$ cat src/rtl/mem_arbiter.sv
// Round-robin arbiter sharing one single-port RAM between the IFU (read-only) and the LSU.
// Define MEM_ARB_FIXED_PRIO_EN to make the LSU win every simultaneous request.
module mem_arbiter #(
    parameter int unsigned WAIT_CYCLES = 0
) (
    input  logic        clk,
    input  logic        reset,
    input  logic        ifu_req_valid,
    output logic        ifu_req_ready,
    input  logic [31:0] ifu_addr,
    output logic        ifu_resp_valid,
    input  logic        ifu_resp_ready,
    output logic [31:0] ifu_rdata,
    input  logic        lsu_req_valid,
    output logic        lsu_req_ready,
    input  logic [31:0] lsu_addr,
    input  logic        lsu_wen,
    input  logic [31:0] lsu_wdata,
    input  logic [3:0]  lsu_wstrb,
    output logic        lsu_resp_valid,
    input  logic        lsu_resp_ready,
    output logic [31:0] lsu_rdata,
    output logic [31:0] ram_addr,
    output logic        ram_wen,
    output logic [31:0] ram_wdata,
    output logic [3:0]  ram_wstrb,
    input  logic [31:0] ram_rdata
);

    typedef enum logic [1:0] {IDLE, ACCESS, RESP} state_t;
    typedef enum logic {OWN_IFU, OWN_LSU} side_t;

    localparam logic [3:0] WAIT_INIT = 4'(WAIT_CYCLES);

    state_t      state, state_next;
    side_t       last_grant, owner;
    logic [3:0]  cnt;
    logic [31:0] addr_q, wdata_q;
    logic        wen_q;
    logic [3:0]  wstrb_q;
    logic [31:0] ifu_rdata_q, lsu_rdata_q;

    logic grant_ifu, grant_lsu;
    logic ifu_hs, lsu_hs, final_access, resp_hs;

    always_comb begin
        grant_ifu = 1'b0;
        grant_lsu = 1'b0;
        if (ifu_req_valid && lsu_req_valid) begin
`ifdef MEM_ARB_FIXED_PRIO_EN
            grant_lsu = 1'b1;
`else
            if (last_grant == OWN_LSU) grant_ifu = 1'b1;
            else                       grant_lsu = 1'b1;
`endif
        end else begin
            grant_ifu = ifu_req_valid;
            grant_lsu = lsu_req_valid;
        end
    end

    assign ifu_hs       = ifu_req_valid & ifu_req_ready;
    assign lsu_hs       = lsu_req_valid & lsu_req_ready;
    assign final_access = (state == ACCESS) && (cnt == '0);
    assign resp_hs      = (state == RESP) &&
                          ((owner == OWN_IFU) ? ifu_resp_ready : lsu_resp_ready);

    // State register
    always_ff @(posedge clk or posedge reset) begin
        if (reset) state <= IDLE;
        else       state <= state_next;
    end

    // Next-state logic
    always_comb begin
        state_next = state;
        case (state)
            IDLE:    if (ifu_hs || lsu_hs) state_next = ACCESS;
            ACCESS:  if (cnt == '0)        state_next = RESP;
            RESP:    if (resp_hs)          state_next = IDLE;
            default:                       state_next = IDLE;
        endcase
    end

    // Output logic
    always_comb begin
        ifu_req_ready  = 1'b0;
        lsu_req_ready  = 1'b0;
        ifu_resp_valid = 1'b0;
        lsu_resp_valid = 1'b0;
        ram_wen        = 1'b0;
        case (state)
            IDLE: begin
                ifu_req_ready = grant_ifu;
                lsu_req_ready = grant_lsu;
            end
            ACCESS:  ram_wen = wen_q & (cnt == '0);
            RESP: begin
                ifu_resp_valid = (owner == OWN_IFU);
                lsu_resp_valid = (owner == OWN_LSU);
            end
            default: ;
        endcase
    end

    // Request latches, wait counter and response data
    always_ff @(posedge clk or posedge reset) begin
        if (reset) begin
            last_grant  <= OWN_LSU;
            owner       <= OWN_IFU;
            cnt         <= '0;
            addr_q      <= '0;
            wen_q       <= 1'b0;
            wdata_q     <= '0;
            wstrb_q     <= '0;
            ifu_rdata_q <= '0;
            lsu_rdata_q <= '0;
        end else begin
            if (lsu_hs) begin
                owner      <= OWN_LSU;
                last_grant <= OWN_LSU;
                cnt        <= WAIT_INIT;
                addr_q     <= lsu_addr;
                wen_q      <= lsu_wen;
                wdata_q    <= lsu_wdata;
                wstrb_q    <= lsu_wstrb;
            end else if (ifu_hs) begin
                owner      <= OWN_IFU;
                last_grant <= OWN_IFU;
                cnt        <= WAIT_INIT;
                addr_q     <= ifu_addr;
                wen_q      <= 1'b0;
                wdata_q    <= '0;
                wstrb_q    <= '0;
            end
            if (state == ACCESS && cnt != '0) cnt <= cnt - 4'd1;
            // RAM read is combinational, so this captures pre-write data on stores
            if (final_access) begin
                if (owner == OWN_IFU) ifu_rdata_q <= ram_rdata;
                else                  lsu_rdata_q <= ram_rdata;
            end
        end
    end

    assign ram_addr  = addr_q;
    assign ram_wdata = wdata_q;
    assign ram_wstrb = wstrb_q;
    assign ifu_rdata = ifu_rdata_q;
    assign lsu_rdata = lsu_rdata_q;

endmodule

$ cat config.mk
export PLATFORM = sky130hd
export DESIGN_NAME = mem_arbiter
export DESIGN_NICKNAME = d
export VERILOG_FILES = /design/src/rtl/mem_arbiter.sv
export SDC_FILE = /design/constraint.sdc
export NUM_CORES = 1
export LEC_CHECK = 0
export ABC_CLOCK_PERIOD_IN_PS = 10400
export CORE_MARGIN = 2
export CORE_UTILIZATION = 35
export CTS_BUF_LIST = sky130_fd_sc_hd__clkbuf_2
export CTS_CLUSTER_SIZE = 10
export DETAILED_ROUTE_END_ITERATION = 7
export PLACE_DENSITY = 0.71
export SLEW_MARGIN = 20
export SYNTH_ARGS = -nofsm -noshare
export SYNTH_HDL_FRONTEND = slang
export SYNTH_SLANG_ARGS = --single-unit
$ cat constraint.sdc
create_clock -name clk -period 10.4 [get_ports clk]
set_clock_uncertainty 0.15 [all_clocks]
set_input_delay 2.08 -clock clk [delete_from_list [all_inputs] [get_ports clk]]
set_output_delay 2.08 -clock clk [all_outputs]
set_load 0.05 [all_outputs]
[Word-level counts from Yosys, hierarchy flattened]
Index checks and enable logic that the tools add are counted.
Word-level totals
  latch bits: 0
  bits in read-only memories: 0
  bits in writable memories: 0
  word-level logic and storage cells: 58
  output and inout port bits: 137
  flip-flop bits (word level): 141
  input port bits: 139
  memories kept: 0
Operators by class
  shift operators: 0
  bitwise operators: 4
  $lt $le $gt $ge: 0
  add/sub/neg operators: 1
  equality and inequality tests: 5
  reductions and logical operators: 13
  mux-type cells: 25
  multiply operators: 0
  divide/modulo/power cells: 0
Operators by type and width (count)
  two-way mux 32 bit: 4
  two-way mux 4 bit: 4
  two-way mux 1 bit: 13
  two-way mux 2 bit: 3
  inequality test 2 bit (second input constant): 3
  case mux 2 bit (3 select lines): 1
  logical AND 1 bit: 4
  logical NOT 4 bit: 1
  AND reduction 2 bit: 2
  nonzero test 4 bit: 1
  subtractor 4 x 1 -> 4 bit (second input constant): 1
  bitwise AND 1 bit: 3
  AND reduction 3 bit: 1
  nonzero test 3 bit: 1
  equality test 2 x 1 -> 1 bit (second input constant): 1
  equality test 2 bit (second input constant): 1
  logical NOT 2 bit: 1
  nonzero test 2 bit: 1
  logical OR 1 bit: 1
  inverter 1 bit: 1

[Logic depth before layout (Yosys ltp)]
Gate-level depths: netlist (run 1).
  depth after elaboration: 7
  gate-level depth with buffers: 6
  mapped depth without buffers: 5

[Worst setup path after synthesis (run 1)]
Ideal clock, no wire load.
  kind: in2out
  from: input ifu_req_valid
  to: output lsu_req_ready
  arrival time: 2.728 ns
  buffers on the path: 2
  setup slack: 5.442 ns
  cell stages on the path: 4
  cell sequence: nand2_1 -> and3_1 -> buf_2 -> buf_2
On the way
  word-level cells in the longest chain between the ends: 3
Ends and longest elaborated chain
  start, declared: RTL line 8  | input logic ifu_req_valid,
  logical AND 1 bit: RTL line 49  | if (ifu_req_valid && lsu_req_valid) begin
  two-way mux 1 bit: RTL line 49
  two-way mux 1 bit: RTL line 92  | case (state)
  end, declared: RTL line 15  | output logic lsu_req_ready,
Every way passes these cells.

[Worst setup path after layout (run 1)]
Ends and elaborated chain as after synthesis.

==> impl_metrics.toml, run 1 <==
[routing]
ant_nets = 0
dr.first_iter.drc_count = 222
wirelength_um = 15500
drc = 0
via_per_inst = 5.04
wire_per_inst_um = 17.7
dr.pass1.iters = 4
vias = 4418

[sta]
max_freq_mhz = 152
finalHoldViolations = 0
finalSetupViolCount = 0
fin_setup_tns_ns = 0
maxSlewViolCount = 0
fin_crit_sh = 0.633
rsz0062_at_grt = "no"
slew_headroom = 0.383
max_slew.worst_pin.slew_ns = 0.925
fin_crit_ns = 6.59

[global_routing]
grt_pass1_wl_um = 23600
antenna_found_initial = 0
grt_pass1_vias = 4667
overflow = 0
grt_max_degree = 75
grt_use_total = 0.182

[clocking]
clkLatencyLatePin_ns = 0.66
cts_resized = 0
cts_sinks = 141
post_cts_buffers = 0
cts_buffer_depth = 2
cts_tree = "done"
cts_buffers = 17
root_buffer = "clkbuf_2"
holdBufCountCts = 0
cts_max_level = 4
path_clk_slew_ns = 0.18

[place]
io_buffers = 275
dp_hpwl_um = 11000
gp_congestion = 0.759

[synthesis]
synth_fp_nets = 514
synth_seq_cells = 141
syn_inst = 374
ys_types = 36
yosys_warnings = 0
synth-edff-count = 0
syn-mean-instance-area_um2 = 14.9
synthesis.area_um2 = 5570
ys.flop_type = "dfrtp_1"
synthArstFlopShare = 1.00
seq_area_frac_synth = 0.634

[floorplanning]
num_rows = 46
dieHeight_um = 130
die_x_um = 130
start_util = 0.355
ios = 276
core_um2 = 15700
die_area_um2 = 16900

[flow_run]
drv_cap = 0

[worst_hold_path]
hold_class = "reg -> reg"
hold_end = "cnt[0]$_DFFE_PP0P_"
hp-start = "cnt[0]$_DFFE_PP0P_"
holdPathStages = 1

[power_and_ir_drop]
p_total_mw = 3.37
cellPowerDensity_nw_per_um2 = 387
vdd_drop_max_v = 0.000223
p_leak_nw = 3.66

[critical_path]
arrival_ns = 4.36
worstReg2RegEnd = "lsu_rdata[26]$_DFFE_PP0P_"
crit_path_start = "ifu_req_valid"
worstPathMaxFanout = 72
cp-end-kind = "primary output"
cp-start-kind = "input port"
rr_startpoint = "cnt[0]$_DFFE_PP0P_"
crit_type = "in -> out"
rrSetupSlack_ns = 7.81
r2r_cells = 5
required_ns = 8.17

[layout]
area_delta_synth_final_pct = 56.5
fin_util = 0.555
final_cell_mix = "clkdlybuf4s50_1, dfrtp_1, mux2_2"
diodes = 0
drive_gt1_frac = 0.156
final_common_cell = "clkdlybuf4s50_1"
nets = 788

[outcome]
status = "complete, no violations"
how the worst max path moves through the flow:
| stage | endpoint | cells past startpoint | slack (ns) |
|---|---|---|---|
| 2_1_floorplan | cnt[0]$_DFFE_PP0P_ | 1 | 4.39 |
| 3_3_place_gp | lsu_req_ready | 5 | 3.87 |
| 3_5_place_dp | lsu_req_ready | 5 | 3.84 |
| 4_1_cts | lsu_req_ready | 5 | 3.84 |
| 5_1_grt | lsu_req_ready | 5 | 3.72 |
| 6_report | lsu_req_ready | 5 | 3.81 |
final cells by class:
type	count	area, um^2
multi-input cells	201	1880
flip-flops and latches	141	3530
fillers	1318	7000
clock buffers	21	105
inverters	5	23.8
well taps	216	270
repair buffers	282	2810
clock inverters	10	98.8
critical path, cell delays in order:
cell	delay [ns]
clkdlybuf4s50_1	0.46
nand2_1	0.08
and3_2	0.16
buf_4	0.60
clkdlybuf4s50_1	0.94
through the flow:
stage	std cells	hold WS (ns)	setup WS, ns	cell area [um^2]
after floorplan	374	0.308	4.39	5570
after global placement	845	0.324	3.87	8510
after detailed placement	845	0.332	3.84	8510
after CTS	876	0.373	3.84	8720
after global routing	876	0.389	3.72	8720
final	876	0.364	3.81	8720
where the power goes:
| group | switching (mW) | internal, mW | total, mW | leakage (nW) |
|---|---|---|---|---|
| clock network | 0.183 | 0.109 | 0.292 | 0.138 |
| registers | 0.159 | 0.817 | 0.976 | 1.73 |
| logic | 1.33 | 0.777 | 2.10 | 1.80 |
sequential cells by signal, indices dropped and copies added, names as in the netlist:
register / flops
ram_wstrb: 4
ifu_rdata: 32
last_grant: 1
state: 2
wen_q: 1
ram_wdata: 32
owner: 1
ram_addr: 32
cnt: 4
lsu_rdata: 32
per-layer routing:
metal | track usage | wire length [um]
met1 | 0.214 | 6190
met2 | 0.306 | 7680
met3 | 0.0513 | 1030
met4 | 0.0942 | 598
met5 | 0 | 0
cell usage after synthesis (all sizes together) (2+ instances only):
master / instances / area [um^2]
and3: 3 / 18.8
nand2b: 3 / 18.8
inv: 5 / 18.8
a22o: 37 / 324
nor3b: 3 / 45.1
a221o: 32 / 320
clkbuf: 7 / 26.3
nand2: 2 / 7.51
dfrtp: 140 / 3500
nand3: 2 / 10.0
a21o: 2 / 15.0
nor2: 2 / 10.0
or2: 2 / 12.5
o21ai: 2 / 10.0
buf: 20 / 119
mux2: 64 / 721
a21boi: 33 / 248
mux2i: 2 / 20.0
kinds of logic after synthesis:
kind of cell,after synthesis,share of synthesized area
flip-flops,141,0.634
AO/OA/AOI/OAI,110,0.170
multiplexers,66,0.133
buffers and inverters,32,0.0294
AND/OR/NAND/NOR,24,0.0315
adder cells (fa/ha/maj),1,0.00225
Power figures use the tool's default switching activity.
==> inputs of run 2 (changes only) <==
ABC_CLOCK_PERIOD_IN_PS = 5800   (was 10400)
PLACE_DENSITY = 0.74   (was 0.71)
clock period = 5.8 ns   (was 10.4 ns; I/O delays follow)
==> run 2 against run 1 <==
Cell count increased by 0.23%. Critical endpoint is now ifu_req_ready. Die area unchanged. Power increased by 79%. Highest routed layer unchanged.
==> impl_metrics.toml, run 2 (synthesized netlist as in run 1, its figures left out) <==
[flow_run]
drv_cap = 0

[clocking]
holdBufCountCts = 0
root_buffer = "clkbuf_2"
path_clk_slew_ns = 0.19
cts_buffer_depth = 2
cts_tree = "done"
cts_buffers = 17
clkLatencyLatePin_ns = 0.68
cts_sinks = 141
cts_max_level = 4
cts_resized = 0
post_cts_buffers = 0

[critical_path]
cpLargestDelayFamily = "buffers and inverters"
worstPathMaxFanout = 4
required_ns = 4.49
crit_path_frequent_cell = "clkdlybuf4s50_1"
slowest_stage = "clkdlybuf4s50_1"
crit_type = "in -> out"
arrival_ns = 2.80
worstPathCellList = "clkdlybuf4s50_1 -> nand2b_1 -> nand3_1 -> inv_1 -> clkdlybuf4s50_1"
cpPeakStageDelay_ns = 0.85
crit_cells = 5
r2r_cells = 5
cp-start-kind = "input port"
rrSetupSlack_ns = 3.50
path_buf_inv = 3
cp-end-kind = "primary output"

[place]
io_buffers = 275
dp_hpwl_um = 10600
postPlaceCellArea_um2 = 8510
dp_slack_ns = 1.67
gp_congestion = 0.769

[floorplanning]
start_util = 0.355
num_rows = 46
ios = 276
die_area_um2 = 16900
die_x_um = 130
core_um2 = 15700
dieHeight_um = 130

[sta]
fin_crit_ns = 4.11
max_slew.worst_pin.slew_ns = 0.893
fin_setup_tns_ns = 0
slew_headroom = 0.405
maxSlewViolCount = 0
finalHoldViolations = 0
setup_slack_ns = 1.69
rsz0062_at_grt = "no"
max_freq_mhz = 243
fin_crit_sh = 0.709
finalSetupViolCount = 0

[layout]
final_common_cell = "clkdlybuf4s50_1"
seq_area_um2 = 3530
n_fill_cell = 1310
multiInputGateArea_um2 = 1880
nets = 788
final_area_um2 = 8720
area_delta_synth_final_pct = 56.6
drive_gt1_frac = 0.160
final_cell_mix = "clkdlybuf4s50_1, dfrtp_1, mux2_2"

[power_and_ir_drop]
p_leak_nw = 3.65
p_total_mw = 6.04
cellPowerDensity_nw_per_um2 = 692
vdd_drop_max_v = 0.000379

[routing]
drc = 0
wirelength_um = 15300
via_per_inst = 5.01
vias = 4395
dr.first_iter.drc_count = 207
ant_nets = 0
dr.pass1.iters = 4
wire_per_inst_um = 17.4

[global_routing]
overflow = 0
grt_pass1_vias = 4567
antenna_found_initial = 1
grt_max_degree = 103
grt_use_total = 0.181
grt_pass1_wl_um = 23500

[worst_hold_path]
holdPathStages = 1
hold_class = "reg -> reg"

[outcome]
status = "complete, no violations"
-- run 2: worst register-to-register path, delay by kind of cell, from the launching register on --
family          cells  cell delay, ns
compound gates      1            0.31
buf+inv             2            0.92
flops               1            0.49
simple gates        2            0.38
-- run 2: final cells by class --
| type | count | area share |
|---|---|---|
| flip-flops and latches | 141 | 0.405 |
| repair buffers | 282 | 0.322 |
| multi-input cells | 201 | 0.216 |
| well taps | 216 | 0.0310 |
| clock inverters | 13 | 0.0133 |
| clock buffers | 19 | 0.0109 |
| inverters | 5 | 0.00273 |
| diodes | 1 | 0.000287 |
-- run 2: metal layers --
layer,global-route usage,part of all wire,up-vias
met4,0.0987,0.037,0
li1,-,-,1963
met5,0,0,-
met3,0.0541,0.077,39
met2,0.289,0.48,221
met1,0.220,0.40,2172
-- run 2: stage by stage --
step                std cells  utilization  hold slack [ns]
finish                    878        0.555            0.364
CTS                       877        0.555            0.372
floorplan                 374            -            0.308
detailed placement        845        0.542            0.330
global route              878        0.555            0.373
global placement          845        0.541            0.316
-- run 2: worst paths after layout --
kind | start | end
hold reg to reg | cnt[0]$_DFFE_PP0P_ | cnt[0]$_DFFE_PP0P_
min in group asynchronous | reset | ram_wdata[29]$_DFFE_PP0P_
max in group asynchronous | reset | last_grant$_DFFE_PP1P_
setup / recovery | lsu_req_valid | ifu_req_ready
hold / removal | cnt[0]$_DFFE_PP0P_ | cnt[0]$_DFFE_PP0P_
setup reg to reg | state[0]$_DFFE_PP0P_ | ram_addr[2]$_DFFE_PP0P_
-- run 2: power breakdown --
part	switching, mW	total (mW)	leakage, nW	internal [mW]
clock	0.368	0.525	0.122	0.158
combinational	2.38	3.77	1.80	1.39
sequential	0.275	1.74	1.73	1.46
==> inputs of run 3 (changes only) <==
ABC_CLOCK_PERIOD_IN_PS = 3300   (was 5800)
clock period = 3.3 ns   (was 5.8 ns; I/O delays follow)
==> run 3 against run 2 <==
Sequential cell count unchanged. Cell count increased by 0.34%. Sequential share of layout area decreased by 0.46 points. Setup slack got worse by 1.4 ns. Power increased by 79%. Count of clock-buffer cells in the layout decreased by 1. Sequential power increased by 76%. Final area increased by 1.1%. Register-to-register slack got worse by 2.5 ns. Critical path depth decreased by 3. Critical endpoint is now ifu_resp_valid.
==> impl_metrics.toml, run 3 (synthesized netlist as in run 1, its figures left out) <==
[outcome]
status = "complete, no violations"

[power_and_ir_drop]
p_clk_frac = 0.097
cellPowerDensity_nw_per_um2 = 1220
power.share.sequential = 0.284
p_sw_frac = 0.492
vdd_drop_max_v = 0.000833
pwr-share-comb = 0.618
p_int_mw = 5.49
p_leak_nw = 3.71
p_sw_mw = 5.31

[critical_path]
worstReg2RegEnd = "ifu_rdata[28]$_DFFE_PP0P_"
slowest_stage = "clkdlybuf4s50_1"
path_buf_inv = 1
arrival_ns = 2.22
cp-start-kind = "flop"
worstSetupEndpoint = "ifu_resp_valid"
rr_startpoint = "cnt[0]$_DFFE_PP0P_"
rrSetupSlack_ns = 1.03
crit_cells = 2
required_ns = 2.49
worstPathCellList = "nor3b_1 -> clkdlybuf4s50_1"
r2r_cells = 6
crit_type = "reg -> out"
cp-end-kind = "primary output"
crit_path_start = "owner$_DFFE_PP0P_"
cpLargestDelayFamily = "buffers and inverters"
worstPathMaxFanout = 6
cpPeakStageDelay_ns = 0.85

[layout]
final_common_cell = "clkdlybuf4s50_1"
diodes = 0
drive_gt1_frac = 0.168
area_delta_synth_final_pct = 58.4
n_fill_cell = 1295
final_area_um2 = 8820
nets = 792
final_cell_mix = "clkdlybuf4s50_1, dfrtp_1, mux2_2"

[floorplanning]
dieHeight_um = 130
start_util = 0.355
die_area_um2 = 16900
core_um2 = 15700
ios = 276
die_x_um = 130
num_rows = 46

[clocking]
clkLatencyLatePin_ns = 0.65
cts_max_level = 4
cts_buffer_depth = 2
cts_buffers = 17
cts_tree = "done"
root_buffer = "clkbuf_2"
post_cts_buffers = 0
cts_sinks = 141
path_clk_slew_ns = 0.21

[sta]
fin_setup_tns_ns = 0
fin_crit_ns = 3.03
finalSetupViolCount = 0
slew_headroom = 0.429
max_freq_mhz = 330
hold_ws_ns = 0.284
fin_crit_sh = 0.918
rsz0062_at_grt = "no"
maxSlewViolCount = 0
finalHoldViolations = 0
max_slew.worst_pin.slew_ns = 0.856

[worst_hold_path]
hold_class = "in -> async"

[global_routing]
grt_use_total = 0.180
grt_pass1_wl_um = 23500
overflow = 0
antenna_found_initial = 0
grt_max_degree = 70
grt_pass1_vias = 4604

[routing]
via_per_inst = 4.93
dr.first_iter.drc_count = 153
wirelength_um = 15200
vias = 4340
wire_per_inst_um = 17.2
drc = 0
ant_nets = 0
dr.pass1.iters = 4

[place]
io_buffers = 275
dp_hpwl_um = 11000
gp_congestion = 0.757
postPlaceCellArea_um2 = 8570

[flow_run]
drv_cap = 0
run 3: layer usage:
| metal | vias to the layer above | wire [um] | share of wire | global-route usage |
|---|---|---|---|---|
| met5 | - | 0 | 0 | 0 |
| met4 | 0 | 314 | 0.021 | 0.0677 |
| met3 | 24 | 1060 | 0.070 | 0.0554 |
| met2 | 199 | 7520 | 0.50 | 0.301 |
| met1 | 2149 | 6290 | 0.41 | 0.221 |
| li1 | 1968 | - | - | - |
run 3: worst min-delay path by stage:
stage / startpoint / end / slack, ns / depth (start not counted)
3_3_place_gp: ifu_rdata[6]$_DFFE_PP0P_ / ifu_rdata[6]$_DFFE_PP0P_ / 0.32 / 1
3_5_place_dp: ifu_rdata[2]$_DFFE_PP0P_ / ifu_rdata[2]$_DFFE_PP0P_ / 0.33 / 1
4_1_cts: reset / ram_wdata[7]$_DFFE_PP0P_ / 0.18 / 3
2_1_floorplan: wen_q$_DFFE_PP0P_ / wen_q$_DFFE_PP0P_ / 0.31 / 1
5_1_grt: reset / ram_wdata[4]$_DFFE_PP0P_ / 0.20 / 3
6_report: reset / ram_wdata[31]$_DFFE_PP0P_ / 0.28 / 3
run 3: power by group through the flow:
stage	clock network, mW	registers (mW)	logic (mW)
5_1_grt	1.18	3.19	6.95
3_3_place_gp	0	3.08	6.63
4_1_cts	1.11	3.08	6.72
2_1_floorplan	0	5.91	1.57
6_report	1.05	3.07	6.67
3_5_place_dp	0	3.09	6.72
run 3: through the flow:
stage               instances  utilization  total power, mW  setup WS (ns)
finish                    881        0.562             10.8          0.270
global route              881        0.562             11.3         0.0170
CTS                       881        0.562             10.9         0.0126
detailed placement        849        0.545             9.81          0.525
global placement          849        0.545             9.70          0.571
floorplan                 374            -             7.47          0.728
run 3: repair_timing:
item,in CTS,in global routing
resized for setup,2,2
hold buffers,0,0
hold endpoints to repair,0,0
setup endpoints to repair,1,2
run 3: cell type report:
class | instances | area, um^2 | area share
Clock buffer | 18 | 90.1 | 0.0102
Tap cell | 216 | 270 | 0.0306
Timing Repair Buffer | 286 | 2870 | 0.325
Clock inverter | 14 | 166 | 0.0189
Inverter | 5 | 22.5 | 0.00255
Sequential cell | 141 | 3530 | 0.400
Multi-Input combinational cell | 201 | 1880 | 0.213
run 3: tightest hold or removal path, delay by kind of cell:
family                 cells  cell delay (ns)
buffers and inverters      3             0.90
